[src/rtl/riscv_lsu_bridge.sv]
// riscv_lsu_bridge: MEM-stage load/store to word-aligned req/ack bus bridge.
// Core side: addr_i, wdata_i, rd_en_i, wr_en_i, size_i, unsigned_i in;
//   rdata_o (registered, extended), stall_o (comb), err_o (1-cycle pulse) out.
// Bus side: bus_req_o, bus_we_o, bus_addr_o, bus_be_o, bus_wdata_o out;
//   bus_ack_i, bus_rdata_i, bus_err_i in.
// Optional macro LSU_MISALIGN_TRAP_EN: misaligned half/word accesses skip
//   the bus and report err_o; otherwise the low address bits are dropped.
module riscv_lsu_bridge #(
  parameter int ADDR_W = 32
) (
  input  logic              clk_i,
  input  logic              rst_i,
  input  logic [31:0]       addr_i,
  input  logic [31:0]       wdata_i,
  input  logic              rd_en_i,
  input  logic              wr_en_i,
  input  logic [1:0]        size_i,
  input  logic              unsigned_i,
  output logic [31:0]       rdata_o,
  output logic              stall_o,
  output logic              err_o,
  output logic              bus_req_o,
  output logic              bus_we_o,
  output logic [ADDR_W-1:0] bus_addr_o,
  output logic [3:0]        bus_be_o,
  output logic [31:0]       bus_wdata_o,
  input  logic              bus_ack_i,
  input  logic [31:0]       bus_rdata_i,
  input  logic              bus_err_i
);

  typedef enum logic [1:0] {
    IDLE,
    REQ,
    DONE
  } state_t;

  state_t            state_q, state_d;
  logic [ADDR_W-1:0] addr_q, addr_d;
  logic [3:0]        be_q, be_d;
  logic [31:0]       wdata_q, wdata_d;
  logic [31:0]       rdata_q, rdata_d;
  logic              we_q, we_d;
  logic              err_q, err_d;
  logic              uns_q, uns_d;
  logic [1:0]        off_q, off_d;
  logic [1:0]        size_q, size_d;

  logic [1:0]        off;
  logic [3:0]        be_n;
  logic [31:0]       wd_n;
  logic [7:0]        lb;
  logic [15:0]       lh;
  logic [31:0]       ext;
`ifdef LSU_MISALIGN_TRAP_EN
  logic              mis;
`endif

  // Lane offset after dropping the bits an access of this size ignores.
  always_comb begin
    off  = addr_i[1:0];
    be_n = 4'b1111;
    wd_n = wdata_i;
    case (size_i)
      2'b00: begin
        be_n = 4'b0001 << off;
        wd_n = {4{wdata_i[7:0]}};
      end
      2'b01: begin
        off  = {addr_i[1], 1'b0};
        be_n = 4'b0011 << off;
        wd_n = {2{wdata_i[15:0]}};
      end
      default: off = 2'b00;
    endcase
  end

`ifdef LSU_MISALIGN_TRAP_EN
  always_comb begin
    mis = 1'b0;
    case (size_i)
      2'b00:   mis = 1'b0;
      2'b01:   mis = addr_i[0];
      default: mis = |addr_i[1:0];
    endcase
  end
`endif

  always_comb begin
    lb  = 8'(bus_rdata_i >> {off_q, 3'b000});
    lh  = off_q[1] ? bus_rdata_i[31:16] : bus_rdata_i[15:0];
    ext = bus_rdata_i;
    case (size_q)
      2'b00:   ext = {{24{~uns_q & lb[7]}}, lb};
      2'b01:   ext = {{16{~uns_q & lh[15]}}, lh};
      default: ext = bus_rdata_i;
    endcase
  end

  always_comb begin
    state_d = state_q;
    addr_d  = addr_q;
    be_d    = be_q;
    wdata_d = wdata_q;
    we_d    = we_q;
    uns_d   = uns_q;
    off_d   = off_q;
    size_d  = size_q;
    rdata_d = rdata_q;
    err_d   = 1'b0;
    case (state_q)
      IDLE: begin
        if (rd_en_i | wr_en_i) begin
          addr_d  = ADDR_W'({addr_i[31:2], 2'b00});
          be_d    = be_n;
          wdata_d = wd_n;
          // A simultaneous load and store is treated as the store.
          we_d    = wr_en_i;
          uns_d   = unsigned_i;
          off_d   = off;
          size_d  = size_i;
          state_d = REQ;
`ifdef LSU_MISALIGN_TRAP_EN
          if (mis) begin
            state_d = DONE;
            err_d   = 1'b1;
            rdata_d = '0;
          end
`endif
        end
      end
      REQ: begin
        if (bus_ack_i) begin
          state_d = DONE;
          if (bus_err_i) begin
            err_d   = 1'b1;
            rdata_d = '0;
          end else if (!we_q) begin
            rdata_d = ext;
          end
        end
      end
      DONE:    state_d = IDLE;
      default: state_d = IDLE;
    endcase
  end

  always_ff @(posedge clk_i or posedge rst_i) begin
    if (rst_i) begin
      state_q <= IDLE;
      addr_q  <= '0;
      be_q    <= '0;
      wdata_q <= '0;
      rdata_q <= '0;
      we_q    <= 1'b0;
      err_q   <= 1'b0;
      uns_q   <= 1'b0;
      off_q   <= '0;
      size_q  <= '0;
    end else begin
      state_q <= state_d;
      addr_q  <= addr_d;
      be_q    <= be_d;
      wdata_q <= wdata_d;
      rdata_q <= rdata_d;
      we_q    <= we_d;
      err_q   <= err_d;
      uns_q   <= uns_d;
      off_q   <= off_d;
      size_q  <= size_d;
    end
  end

  assign stall_o     = (rd_en_i | wr_en_i) & (state_q != DONE);
  assign bus_req_o   = (state_q == REQ);
  assign bus_we_o    = we_q;
  assign bus_addr_o  = addr_q;
  assign bus_be_o    = be_q;
  assign bus_wdata_o = wdata_q;
  assign rdata_o     = rdata_q;
  assign err_o       = err_q;

endmodule

[config.mk]
export PLATFORM = sky130hd
export DESIGN_NAME = riscv_lsu_bridge
export DESIGN_NICKNAME = d
export VERILOG_FILES = /design/src/rtl/riscv_lsu_bridge.sv
export SDC_FILE = /design/constraint.sdc
export NUM_CORES = 1
export LEC_CHECK = 0
export CAP_MARGIN = 30
export CORE_AREA = 2 2 127 98
export DETAILED_ROUTE_END_ITERATION = 16
export DIE_AREA = 0 0 129 100
export GPL_TIMING_DRIVEN = 0
export PLACE_DENSITY = 0.84
export SYNTH_ARGS = -nofsm -noshare
export SYNTH_HDL_FRONTEND = slang
export SYNTH_SLANG_ARGS = --single-unit
[constraint.sdc]
create_clock -name clk_i -period 4.3 [get_ports clk_i]
set_clock_uncertainty 0.2 [all_clocks]
set_input_delay 0.645 -clock clk_i [delete_from_list [all_inputs] [get_ports clk_i]]
set_output_delay 0.645 -clock clk_i [all_outputs]
set_load 0.01 [all_outputs]
# Word-level counts from Yosys, hierarchy flattened
# Index checks and enable logic that the tools add are counted.
[classes]
addsub = 0
n_reduce_logical = 6
shift = 3
n_eq_ne = 7
n_mux = 13
magnitude_cmp = 0
bitwise = 5
n_mul = 0
div_mod_pow = 0
[op_table]
columns = ["op", "n"]
rows = [
  ["case mux 32 bit (2 select lines)", 2],
  ["two-way mux 32 bit", 2],
  ["right shift 32 x 5 -> 8 bit", 1],
  ["two-way mux 16 bit", 1],
  ["case mux 2 bit (2 select lines)", 2],
  ["case mux 4 bit (2 select lines)", 1],
  ["equality test 2 x 1 -> 1 bit (second input constant)", 3],
  ["zero test 2 bit", 3],
  ["inequality test 2 bit (second input constant)", 3],
  ["two-way mux 2 bit", 2],
  ["AND reduction 2 bit", 2],
  ["<< shifter 1 x 2 -> 4 bit (first input constant)", 1],
  ["<< shifter 2 x 2 -> 4 bit (first input constant)", 1],
  ["AND 1 bit", 3],
  ["two-way mux 1 bit", 3],
  ["AND reduction 3 bit", 1],
  ["inequality test 2 x 1 -> 1 bit (second input constant)", 1],
  ["NOT 1 bit", 1],
  ["OR 1 bit", 1],
]
[word_totals]
latch_bits = 0
mem_bits_ro = 0
mem_bits_rw = 0
elab_cells = 44
n_memories = 0
regBits = 107
inputBits = 105

# Longest topological paths before layout
[logic_depth]
depth_word = 5
ltp_mapped = 6
ltp_nobuf = 4

# Least setup slack after synthesis
# Ideal clock, no wire load.
[synth_path]
path_kind = "input -> register"
startpoint = "input port wr_en_i"
endpoint = "register addr_q[10] (netlist: bus_addr_o[10])"
n_path_buf = 2
path_stages = 5
arrival_time_ns = 1.760
slack_ns = 2.215
path_cell_list = "nor2_1 > or3_1 > clkbuf_1 > buf_2 > mux2_2"
[synth_between]
elab_chain_cells = 2
[synth_lines]
columns = ["item", "line_no", "rtl"]
rows = [
  ["from (decl)", "16", "input logic wr_en_i,"],
  ["OR 1 bit", "113", "if (rd_en_i | wr_en_i) begin"],
  ["AND reduction 2 bit (no line)", "--", ""],
  ["to (signal assigned)", "162", "addr_q <= addr_d;"],
  ["to (decl)", "39", "logic [ADDR_W-1:0] addr_q, addr_d;"],
]
# No other way between the ends.
# A chain may end at the register's enable or synchronous reset.

# Worst setup path after layout
[layout_path]
startpoint = "input port wr_en_i"
endpoint = "output port stall_o"
[layout_between]
elab_chain_cells = 2
[layout_lines]
columns = ["item", "line_no", "rtl"]
rows = [
  ["OR 1 bit", "174", "assign stall_o = (rd_en_i | wr_en_i) & (state_q != DONE);"],
  ["AND 1 bit", "174", ""],
  ["to (decl)", "20", "output logic stall_o,"],
]
# No other way between the ends.

==> flow_metrics.tcl <==
set metrics [dict create \
    place.gp.congestion 0.952 \
    hold_class "flip-flop to flip-flop" \
    area_growth_pct 53.2 \
    placed_cell_area_sq_um 7180 \
    slew_headroom 0.567 \
    die_area_sq_um 12900 \
    drv_slew 0 \
    cts.sink_count 107 \
    ys_warn_count 0 \
    syn_avg_cell_area_sq_um 11.0 \
    rsz0062_at_grt "false" \
    track_usage 0.226 \
    final_area_sq_um 7490 \
    power.leakage_nw 3.13 \
    r2r_slack_ns 2.10 \
    reg2reg_depth 4 \
    synth-seq-area-share 0.548 \
    fin_crit_sh 0.626 \
    antenna_found_initial 0 \
    hold_viol 0 \
    max_freq_mhz 372 \
    worstMarginPinSlew_ns 0.650 \
    core_area_sq_um 11900 \
    cts_made_buffers 9 \
    grt_pass1_wl_microns 22600 \
    first_iter_violations 280 \
    crit_path_end_kind "output port" \
    cp-startpoint "wr_en_i" \
    grt_max_degree 67 \
    routed-via-count 4452 \
    synthDistinctLibCells 36 \
    clk_pin_slew_worst_paths_ns 0.07 \
    wl_microns 14900 \
    irDropWorstVdd_mv 0.330 \
    netlist_instances 446 \
    synthArstFlopShare 1.00 \
    path_class "input pin to output port" \
    cts_hold_buf 0 \
    cp.arrival_ns 1.85 \
    rows 35 \
    layout_setup_ws_ns 1.61 \
    netlist_area_sq_um 4890 \
    power_mw 5.18 \
    cts_resized 0 \
    powerDensity_nw_per_um2 692 \
    setup_tns_ns 0 \
    dp_slack_ns 1.28 \
    drtAntennaViolNets 0 \
    ys_seq_elements 107 \
    drt_first_pass_iters 5 \
    setup_viol 0 \
    io_buffers 205 \
    cts_buffer_depth 2 \
    cts_max_level 3 \
    cts_tree "done" \
    cp_max_fo 2 \
    cap_violations 0 \
    crit_end "stall_o" \
    post-route-min-period_ns 2.69 \
    ys.flop_type "dfrtp_1" \
    routedWlPerCell_microns 17.8 \
    place.detailed.hpwl_microns 11200 \
    die_y_microns 100 \
    start_util 0.412 \
    nets 769 \
    clock_latency_ns 0.34 \
    num_antenna_cells 0 \
    fp.dieW_microns 129 \
    post_cts_buffers 0 \
    grt_overflow 0 \
    r2r-end "bus_addr_o[31]" \
    drc_errors 0 \
    io_pins 209 \
    cp-start-kind "input pin" \
    grt_pass1_vias 4446 \
    vias_per_cell 5.33 \
    drive_above_1_share 0.120 \
    synth_edf_count 0 \
    root_buffer "clkbuf_16" \
    status "complete, no violations" \
    r2r_start "state_q[1]" \
    cp.required_ns 3.45 \
]
worst min-delay path by stage:
stage                                from               to  cells after the start
after detailed placement  bus_wdata_o[12]  bus_wdata_o[12]                      2
after CTS                 bus_wdata_o[12]  bus_wdata_o[12]                      2
after global routing      bus_wdata_o[29]  bus_wdata_o[29]                      2
final                         bus_be_o[0]      bus_be_o[0]                      2
after global placement    bus_wdata_o[12]  bus_wdata_o[12]                      2
after floorplan                state_q[1]       state_q[0]                      1
worst max-delay path: stages:
cell and delay (ns):
clkdlybuf4s50_1 0.48, nor2_1 0.06, a21oi_1 0.11, clkdlybuf4s50_1 0.55
per-layer routing:
metal  track usage  wire length, microns  up-vias
li1              -                     -     2021
met1         0.274                  5840     2143
met2         0.378                  7100      260
met3        0.0832                  1720       28
met4        0.0686                   216        0
met5             0                     0        -
logic make-up (layout without fill, tap and decap cells):
| group | Yosys count | count (layout) | synth area share |
|---|---|---|---|
| flip-flops | 107 | 107 | 0.548 |
| multiplexers | 75 | 75 | 0.165 |
| other | 1 | 2 | 0.000767 |
| AND/OR/NAND/NOR | 100 | 100 | 0.0952 |
| AO/OA/AOI/OAI | 125 | 125 | 0.156 |
| buffers and inverters | 38 | 260 | 0.0346 |
stage by stage:
step	hold WS (ns)	std cells	utilization
2_1_floorplan	0.280	447	-
3_3_place_gp	0.261	818	0.603
3_5_place_dp	0.269	819	0.605
4_1_cts	0.287	835	0.631
5_1_grt	0.312	835	0.631
6_report	0.281	835	0.631
registers in the layout (all words and copies together) (netlist names):
register / cells
state_q: 2
bus_be_o: 4
bus_addr_o: 30
bus_we_o: 1
rdata_o: 32
size_q: 2
off_q: 2
err_o: 1
uns_q: 1
bus_wdata_o: 32
layout make-up:
type	instances	area, sq um
sequential	107	2680
multi-input combinational	302	2050
timing repair buffer	206	2080
clock buffer	9	225
buffer	34	154
clock inverter	7	81.3
tap	166	208
inverter	4	17.5
fill	927	4380
power by group:
part	switching [mW]	internal, mW	total [mW]	leakage (nW)
Sequential	0.279	1.48	1.76	1.33
Clock	0.392	0.462	0.854	0.152
Combinational	1.17	1.40	2.57	1.65
synthesized netlist by cell type (all sizes together), types with 2 or more instances:
| cell | number | area share |
|---|---|---|
| o22ai | 8 | 0.010 |
| o21ai | 47 | 0.048 |
| nand2 | 57 | 0.044 |
| mux2i | 32 | 0.066 |
| nand2b | 4 | 0.0051 |
| o221ai | 6 | 0.011 |
| clkbuf | 22 | 0.017 |
| nor3b | 2 | 0.0054 |
| buf | 12 | 0.015 |
| dfrtp | 107 | 0.55 |
| a32o | 2 | 0.0041 |
| nor2b | 16 | 0.020 |
| and3b | 2 | 0.0038 |
| a22o | 14 | 0.025 |
| nor2 | 15 | 0.012 |
| inv | 4 | 0.0031 |
| a21oi | 41 | 0.042 |
| mux2 | 43 | 0.10 |
| o31ai | 3 | 0.0056 |
cell usage in the layout (no fill, tap or decap), types with 2 or more instances in the layout:
cell type / count
a21oi_1: 41
mux2_2: 42
conb_1: 2
buf_2: 9
nor2b_1: 16
o21ai_0: 36
nand2_1: 57
a22o_1: 14
clkbuf_1: 22
inv_1: 3
mux2i_1: 32
a32o_1: 2
inv_6: 2
o21ai_1: 11
clkinv_4: 2
nand2b_1: 4
clkdlybuf4s50_1: 205
o31ai_1: 2
dfrtp_1: 107
o221ai_1: 6
buf_4: 2
clkbuf_16: 9
o22ai_1: 8
nor2_1: 14
Note: power is estimated with default switching activity, not from simulation.
